### src/rtl/car_sensor_driver.sv
// car_sensor_driver: replays enter/exit Gray sequences on the A/B photo-sensor pair and tracks the expected car count.
// Latency: PH1 on A/B at the accept edge (one edge after the pop with CMD_FIFO_EN); each sequence takes 4*HOLD_CYCLES cycles.
// Backpressure: req_ready is low while a sequence runs, or while the direction FIFO is full when CMD_FIFO_EN is defined.
module car_sensor_driver #(
  parameter int HOLD_CYCLES = 2,
  parameter int CNT_W       = 4,
  parameter int MAX_CARS    = 15,
  parameter int FIFO_DEPTH  = 4
) (
  input  logic             clk,
  input  logic             reset,
  input  logic             req_valid,
  input  logic             req_dir,
  output logic             req_ready,
  output logic             A,
  output logic             B,
  output logic             busy,
  output logic             done,
  output logic             reject,
  output logic [CNT_W-1:0] no_cars
);

  localparam int HC_W = $clog2(HOLD_CYCLES + 1);
  localparam logic [HC_W-1:0]  HOLD_LAST = HC_W'(HOLD_CYCLES - 1);
  localparam logic [CNT_W-1:0] CARS_FULL = CNT_W'(MAX_CARS);

  // Illegal parameter sets elaborate this marker block, making them easy to spot in the hierarchy.
  if (HOLD_CYCLES < 1 || MAX_CARS > 2**CNT_W - 1 || FIFO_DEPTH < 1) begin : g_bad_params
  end

  typedef enum logic [2:0] {IDLE, PH1, PH2, PH3, GAP} state_t;

  state_t           state, state_nxt;
  logic [HC_W-1:0]  hold_cnt, hold_cnt_nxt;
  logic             dir_q, dir_nxt;
  logic             a_nxt, b_nxt, done_nxt;
  logic [CNT_W-1:0] no_cars_nxt;
  logic             start, start_dir, refuse;

  // A car may enter only below capacity and leave only when one is present.
  function automatic logic room_for(input logic dir, input logic [CNT_W-1:0] cars);
    return dir ? (cars != CARS_FULL) : (cars != '0);
  endfunction

`ifdef CMD_FIFO_EN
  localparam int PTR_W = (FIFO_DEPTH > 1) ? $clog2(FIFO_DEPTH) : 1;
  localparam logic [PTR_W-1:0] PTR_LAST  = PTR_W'(FIFO_DEPTH - 1);
  localparam logic [PTR_W:0]   FILL_FULL = (PTR_W + 1)'(FIFO_DEPTH);

  logic [FIFO_DEPTH-1:0] fifo_dir;
  logic [PTR_W-1:0]      wr_ptr, rd_ptr;
  logic [PTR_W:0]        fill;
  logic                  push, pop, head_dir, pend_q, pend_dir_q;

  assign req_ready = (fill != FILL_FULL);
  assign push      = req_valid & req_ready;
  assign pop       = (state == IDLE) & ~pend_q & (fill != '0);
  assign head_dir  = fifo_dir[rd_ptr];
  assign refuse    = pop & ~room_for(head_dir, no_cars);
  assign start     = pend_q;
  assign start_dir = pend_dir_q;

  // Direction FIFO: storage, wrap-around pointers and fill level.
  always_ff @(posedge clk or posedge reset) begin
    if (reset) begin
      fifo_dir <= '0;
      wr_ptr   <= '0;
      rd_ptr   <= '0;
      fill     <= '0;
    end else begin
      if (push) begin
        fifo_dir[wr_ptr] <= req_dir;
        wr_ptr           <= (wr_ptr == PTR_LAST) ? '0 : wr_ptr + 1'b1;
      end
      if (pop) begin
        rd_ptr <= (rd_ptr == PTR_LAST) ? '0 : rd_ptr + 1'b1;
      end
      if (push && !pop) begin
        fill <= fill + 1'b1;
      end else if (pop && !push) begin
        fill <= fill - 1'b1;
      end
    end
  end

  // A popped command that passed the limit check launches on the following edge.
  always_ff @(posedge clk or posedge reset) begin
    if (reset) begin
      pend_q     <= 1'b0;
      pend_dir_q <= 1'b0;
    end else begin
      pend_q     <= pop & room_for(head_dir, no_cars);
      pend_dir_q <= head_dir;
    end
  end
`else
  logic accept;

  assign req_ready = (state == IDLE);
  assign accept    = req_valid & req_ready;
  assign start     = accept & room_for(req_dir, no_cars);
  assign refuse    = accept & ~room_for(req_dir, no_cars);
  assign start_dir = req_dir;
`endif

  assign busy = (state != IDLE);

  // State, phase counter, latched direction and every visible output are flops.
  always_ff @(posedge clk or posedge reset) begin
    if (reset) begin
      state    <= IDLE;
      hold_cnt <= '0;
      dir_q    <= 1'b0;
      A        <= 1'b0;
      B        <= 1'b0;
      done     <= 1'b0;
      reject   <= 1'b0;
      no_cars  <= '0;
    end else begin
      state    <= state_nxt;
      hold_cnt <= hold_cnt_nxt;
      dir_q    <= dir_nxt;
      A        <= a_nxt;
      B        <= b_nxt;
      done     <= done_nxt;
      reject   <= refuse;
      no_cars  <= no_cars_nxt;
    end
  end

  // Phase sequencing, count update on completion, and the A/B pattern of the next state.
  always_comb begin
    state_nxt    = state;
    hold_cnt_nxt = hold_cnt;
    dir_nxt      = dir_q;
    done_nxt     = 1'b0;
    no_cars_nxt  = no_cars;
    a_nxt        = 1'b0;
    b_nxt        = 1'b0;

    case (state)
      IDLE: begin
        if (start) begin
          state_nxt    = PH1;
          hold_cnt_nxt = '0;
          dir_nxt      = start_dir;
        end
      end
      default: begin
        if (hold_cnt == HOLD_LAST) begin
          hold_cnt_nxt = '0;
          case (state)
            PH1:     state_nxt = PH2;
            PH2:     state_nxt = PH3;
            PH3:     state_nxt = GAP;
            default: begin
              state_nxt   = IDLE;
              done_nxt    = 1'b1;
              no_cars_nxt = dir_q ? no_cars + 1'b1 : no_cars - 1'b1;
            end
          endcase
        end else begin
          hold_cnt_nxt = hold_cnt + 1'b1;
        end
      end
    endcase

    // Enter walks 10->11->01, exit walks 01->11->10; both fall back to 00.
    case (state_nxt)
      PH1:     {a_nxt, b_nxt} = dir_nxt ? 2'b10 : 2'b01;
      PH2:     {a_nxt, b_nxt} = 2'b11;
      PH3:     {a_nxt, b_nxt} = dir_nxt ? 2'b01 : 2'b10;
      default: {a_nxt, b_nxt} = 2'b00;
    endcase
  end

endmodule

### config.mk
export PLATFORM = sky130hd
export DESIGN_NAME = car_sensor_driver
export DESIGN_NICKNAME = d
export VERILOG_FILES = /design/src/rtl/car_sensor_driver.sv
export SDC_FILE = /design/constraint.sdc
export NUM_CORES = 1
export LEC_CHECK = 0
export BUFFER_PORTS_ARGS = -buffer_cell sky130_fd_sc_hd__buf_2
export CAP_MARGIN = 25
export CORE_AREA = 5 5 47 49
export CTS_CLUSTER_DIAMETER = 50
export DETAILED_ROUTE_END_ITERATION = 10
export DIE_AREA = 0 0 52 54
export PLACE_DENSITY_LB_ADDON = 0.08
export SYNTH_ARGS = -nofsm -noshare
export SYNTH_HDL_FRONTEND = slang
export SYNTH_SLANG_ARGS = --single-unit
### constraint.sdc
create_clock -name clk -period 2.2 [get_ports clk]
set_clock_uncertainty 0.15 [all_clocks]
set_input_delay 0.33 -clock clk [delete_from_list [all_inputs] [get_ports clk]]
set_output_delay 0.33 -clock clk [all_outputs]
set_load 0.05 [all_outputs]
==> results.yml <==
sta:
  relSlewSlack: 0.652
  tightest_slew_ns: 0.522
  hold_viol_final: 0
  period_needed_ns: 2.10
  unrepaired_setup_endpoints_after_global_routing: "no"
  max_clock_freq_mhz: 477
  endpoints_failing_setup: 0
  slew_violations: 0
  layout_worst_path_cycle_share: 0.954
  worst_case_hold_slack_ns: 0.213
synth:
  seq_area_frac_synth: 0.460
  synth_area_um2: 762
  netlist_cell_types: 31
  synthesis.nets: 81
  synthCells: 74
  yosys-top-cells-area: "sky130_fd_sc_hd__dfrtp_1, sky130_fd_sc_hd__nand2_1, sky130_fd_sc_hd__xnor2_1"
  synth.avg_cell_area_um2: 10.3
  ys.warnings.count: 0
  synth_seq_cells: 14
  synth.top_cell.area_share: 0.460
  yosys.area.top_type: "sky130_fd_sc_hd__dfrtp_1"
worst_setup_path:
  cp_data_required_time_ns: 2.20
  timing.critical_path.to_type: "register"
  crit_chain: "or4_4, o2bb2ai_2, a211oi_2, a2111oi_1, or3b_1"
  regToRegSetupSlack_ns: 0.10
  cpPeakStageDelay_ns: 0.56
  critPathMaxFanout: 4
  cp-start-kind: "register"
  cp_slowest_cell: "sky130_fd_sc_hd__or4_4"
  worst-setup-path-type: "reg -> reg"
  critPathArrivalTime_ns: 2.10
layout:
  fin_nets: 105
  final_common_cell: "sky130_fd_sc_hd__buf_2"
  filler_cell_count: 175
  syn2layout_area_growth_pct: 22.8
  post_route_cells_drive_above_1_share: 0.313
  antenna_cells_inserted: 0
  mostFrequentLayoutCells: "sky130_fd_sc_hd__buf_2, sky130_fd_sc_hd__dfrtp_1, sky130_fd_sc_hd__nand2_1, sky130_fd_sc_hd__inv_1, sky130_fd_sc_hd__buf_4"
routing:
  route.vias.total: 608
  first_iter_violations: 9
  antenna_violating_nets_post_route: 0
  drt-pass1-iter-count: 4
  drt_wl_total_um: 1520
  route.detailed.wl_per_inst_um: 12.4
  detail_route.vias_per_cell: 4.94
  detail_route.drc_violations: 0
global_route:
  globalRoute.busiestLayer: "met2"
  grt_use_met2: 0.209
  global_route.usage.total: 0.133
  maximum_number_of_pins_on_one_net_before_global_route_repair: 15
  antenna_found_initial: 0
  grt_first_pass_wirelength_um: 2770
  globalRouteMet3Util: 0.0305
  grt_pass1_vias: 628
  gr-usage-met1: 0.176
  overflow: 0
die:
  rows: 16
  die_width_um: 52
  design.portCount: 14
  core_area_mm2: 0.00182
  die-height_um: 54
  initial_standard_cell_utilization_of_the_core: 0.418
  area_enclosed_by_the_die_boundary_mm2: 0.00281
cts:
  cts_htree_levels: 1
  clock_latency_ns: 0.27
  clock_path_buffers: 2
  cts-resized-gates: 0
  clk_pin_slew_worst_setup_hold_paths_ns: 0.08
  cts_tree: "built"
  cts_buffers: 3
  clock_sinks: 14
  clockRootBuffer: "sky130_fd_sc_hd__clkbuf_4"
power:
  power-per-cell-area_mw_per_mm2: 1700
  pwr-share-comb: 0.635
  part_of_the_total_power_dissipated_in_sequential_elements: 0.277
  p_int_mw: 0.783
  clkPwrFrac: 0.088
  total_leakage_power_nw: 0.465
  total_power_mw: 1.59
  net_switching_power_figure_mw: 0.804
  sw_frac_of_total: 0.507
  ir_worst_vdd_mv: 0.780
min_path:
  timing.hold.worst.class: "in -> reg"
placed_design:
  dp_hpwl_um: 1190
  numPortBuffers: 13
  gp_congestion: 0.776
run_status:
  outcome: "complete, no violations"
flow_run:
  max_cap_violations: 0
[layout make-up]
| class | count | area [um2] | share of cell area |
|---|---|---|---|
| clock buffer | 3 | 22.5 | 0.0241 |
| inverter | 6 | 25.0 | 0.0267 |
| multi-input combinational | 54 | 389 | 0.416 |
| sequential | 14 | 353 | 0.377 |
| tap | 27 | 33.8 | 0.0361 |
| timing repair buffer | 19 | 113 | 0.120 |
[worst paths after layout]
kind                                   from  cells past startpoint           to
worst max register to register   no_cars[0]                      5            A
worst min-delay path              req_valid                      2       reject
max in group asynchronous             reset                      3     state[0]
min in group asynchronous             reset                      3        dir_q
worst max-delay path             no_cars[0]                      5            A
worst min register to register  hold_cnt[1]                      1  hold_cnt[1]
[metal layers]
layer | vias to the layer above | routed length, um
met2 | 16 | 667
met5 | - | 0
met3 | 2 | 81
met4 | 0 | 13
li1 | 306 | -
met1 | 284 | 760
[what timing repair did]
action,4_1_cts,5_1_grt
setup endpoints to repair,0,1
buffers inserted,0,0
hold buffers,1,0
endpoints found under the hold margin,14,0
[state kept, by name (all words and copies together) (netlist names)]
name,cells
B,1
state,3
reject,1
no_cars,4
done,1
A,1
hold_cnt,2
dir_q,1
[synthesized netlist by cell type]
cell type,n
sky130_fd_sc_hd__nand2_1,12
sky130_fd_sc_hd__inv_1,5
sky130_fd_sc_hd__o2bb2ai_2,1
sky130_fd_sc_hd__o21a_1,1
sky130_fd_sc_hd__and2_1,1
sky130_fd_sc_hd__and4_1,1
sky130_fd_sc_hd__nand2b_1,2
sky130_fd_sc_hd__a211oi_2,1
sky130_fd_sc_hd__o21ai_0,4
sky130_fd_sc_hd__a21oi_1,2
sky130_fd_sc_hd__o31ai_1,1
sky130_fd_sc_hd__inv_2,1
sky130_fd_sc_hd__and3_1,1
sky130_fd_sc_hd__nor2b_1,2
sky130_fd_sc_hd__nor2_1,3
sky130_fd_sc_hd__ha_1,2
sky130_fd_sc_hd__xnor2_1,4
sky130_fd_sc_hd__a31oi_1,1
sky130_fd_sc_hd__dfrtp_1,14
sky130_fd_sc_hd__a2111oi_1,1
sky130_fd_sc_hd__a32oi_1,1
sky130_fd_sc_hd__nor4b_1,1
sky130_fd_sc_hd__nor3_4,1
sky130_fd_sc_hd__nand4_1,1
sky130_fd_sc_hd__or4_4,1
sky130_fd_sc_hd__a32o_1,1
sky130_fd_sc_hd__or3b_1,1
sky130_fd_sc_hd__fa_1,1
sky130_fd_sc_hd__mux2_2,2
sky130_fd_sc_hd__nand3_1,2
sky130_fd_sc_hd__a21o_1,2
[power by group through the flow]
stage / combinational [mW] / sequential (mW) / clock, mW
after floorplan: 0.524 / 0.681 / 0
after global placement: 1.01 / 0.441 / 0
after detailed placement: 1.02 / 0.443 / 0
after CTS: 1.02 / 0.438 / 0.146
after global routing: 1.12 / 0.450 / 0.153
final: 1.01 / 0.439 / 0.140
[logic make-up after synthesis]
logic type | share of synthesized area
fa+ha+maj | 0.0591
flops | 0.460
xor+xnor | 0.0460
simple gates | 0.215
buf+inv | 0.0296
compound gates | 0.161
mux | 0.0296
[worst max-delay path, delay by kind of cell, from the launching register on]
family	cells	cell delay [ns]
AOI/OAI and AO/OA	3	0.48
DFF	1	0.41
and+or+nand+nor	2	0.93
[metrics by stage]
stage,utilization,std cells,instance area (um2),TNS (ns),worst slack [ns]
2_1_floorplan,-,74,767,-0.115,-0.115
6_report,0.514,123,936,0,0.101
4_1_cts,0.514,123,936,0,0.0745
5_1_grt,0.514,123,936,0,0.0328
3_5_place_dp,0.496,119,903,0,0.0885
3_3_place_gp,0.496,119,903,0,0.134
Power figures use the tool's default switching activity.
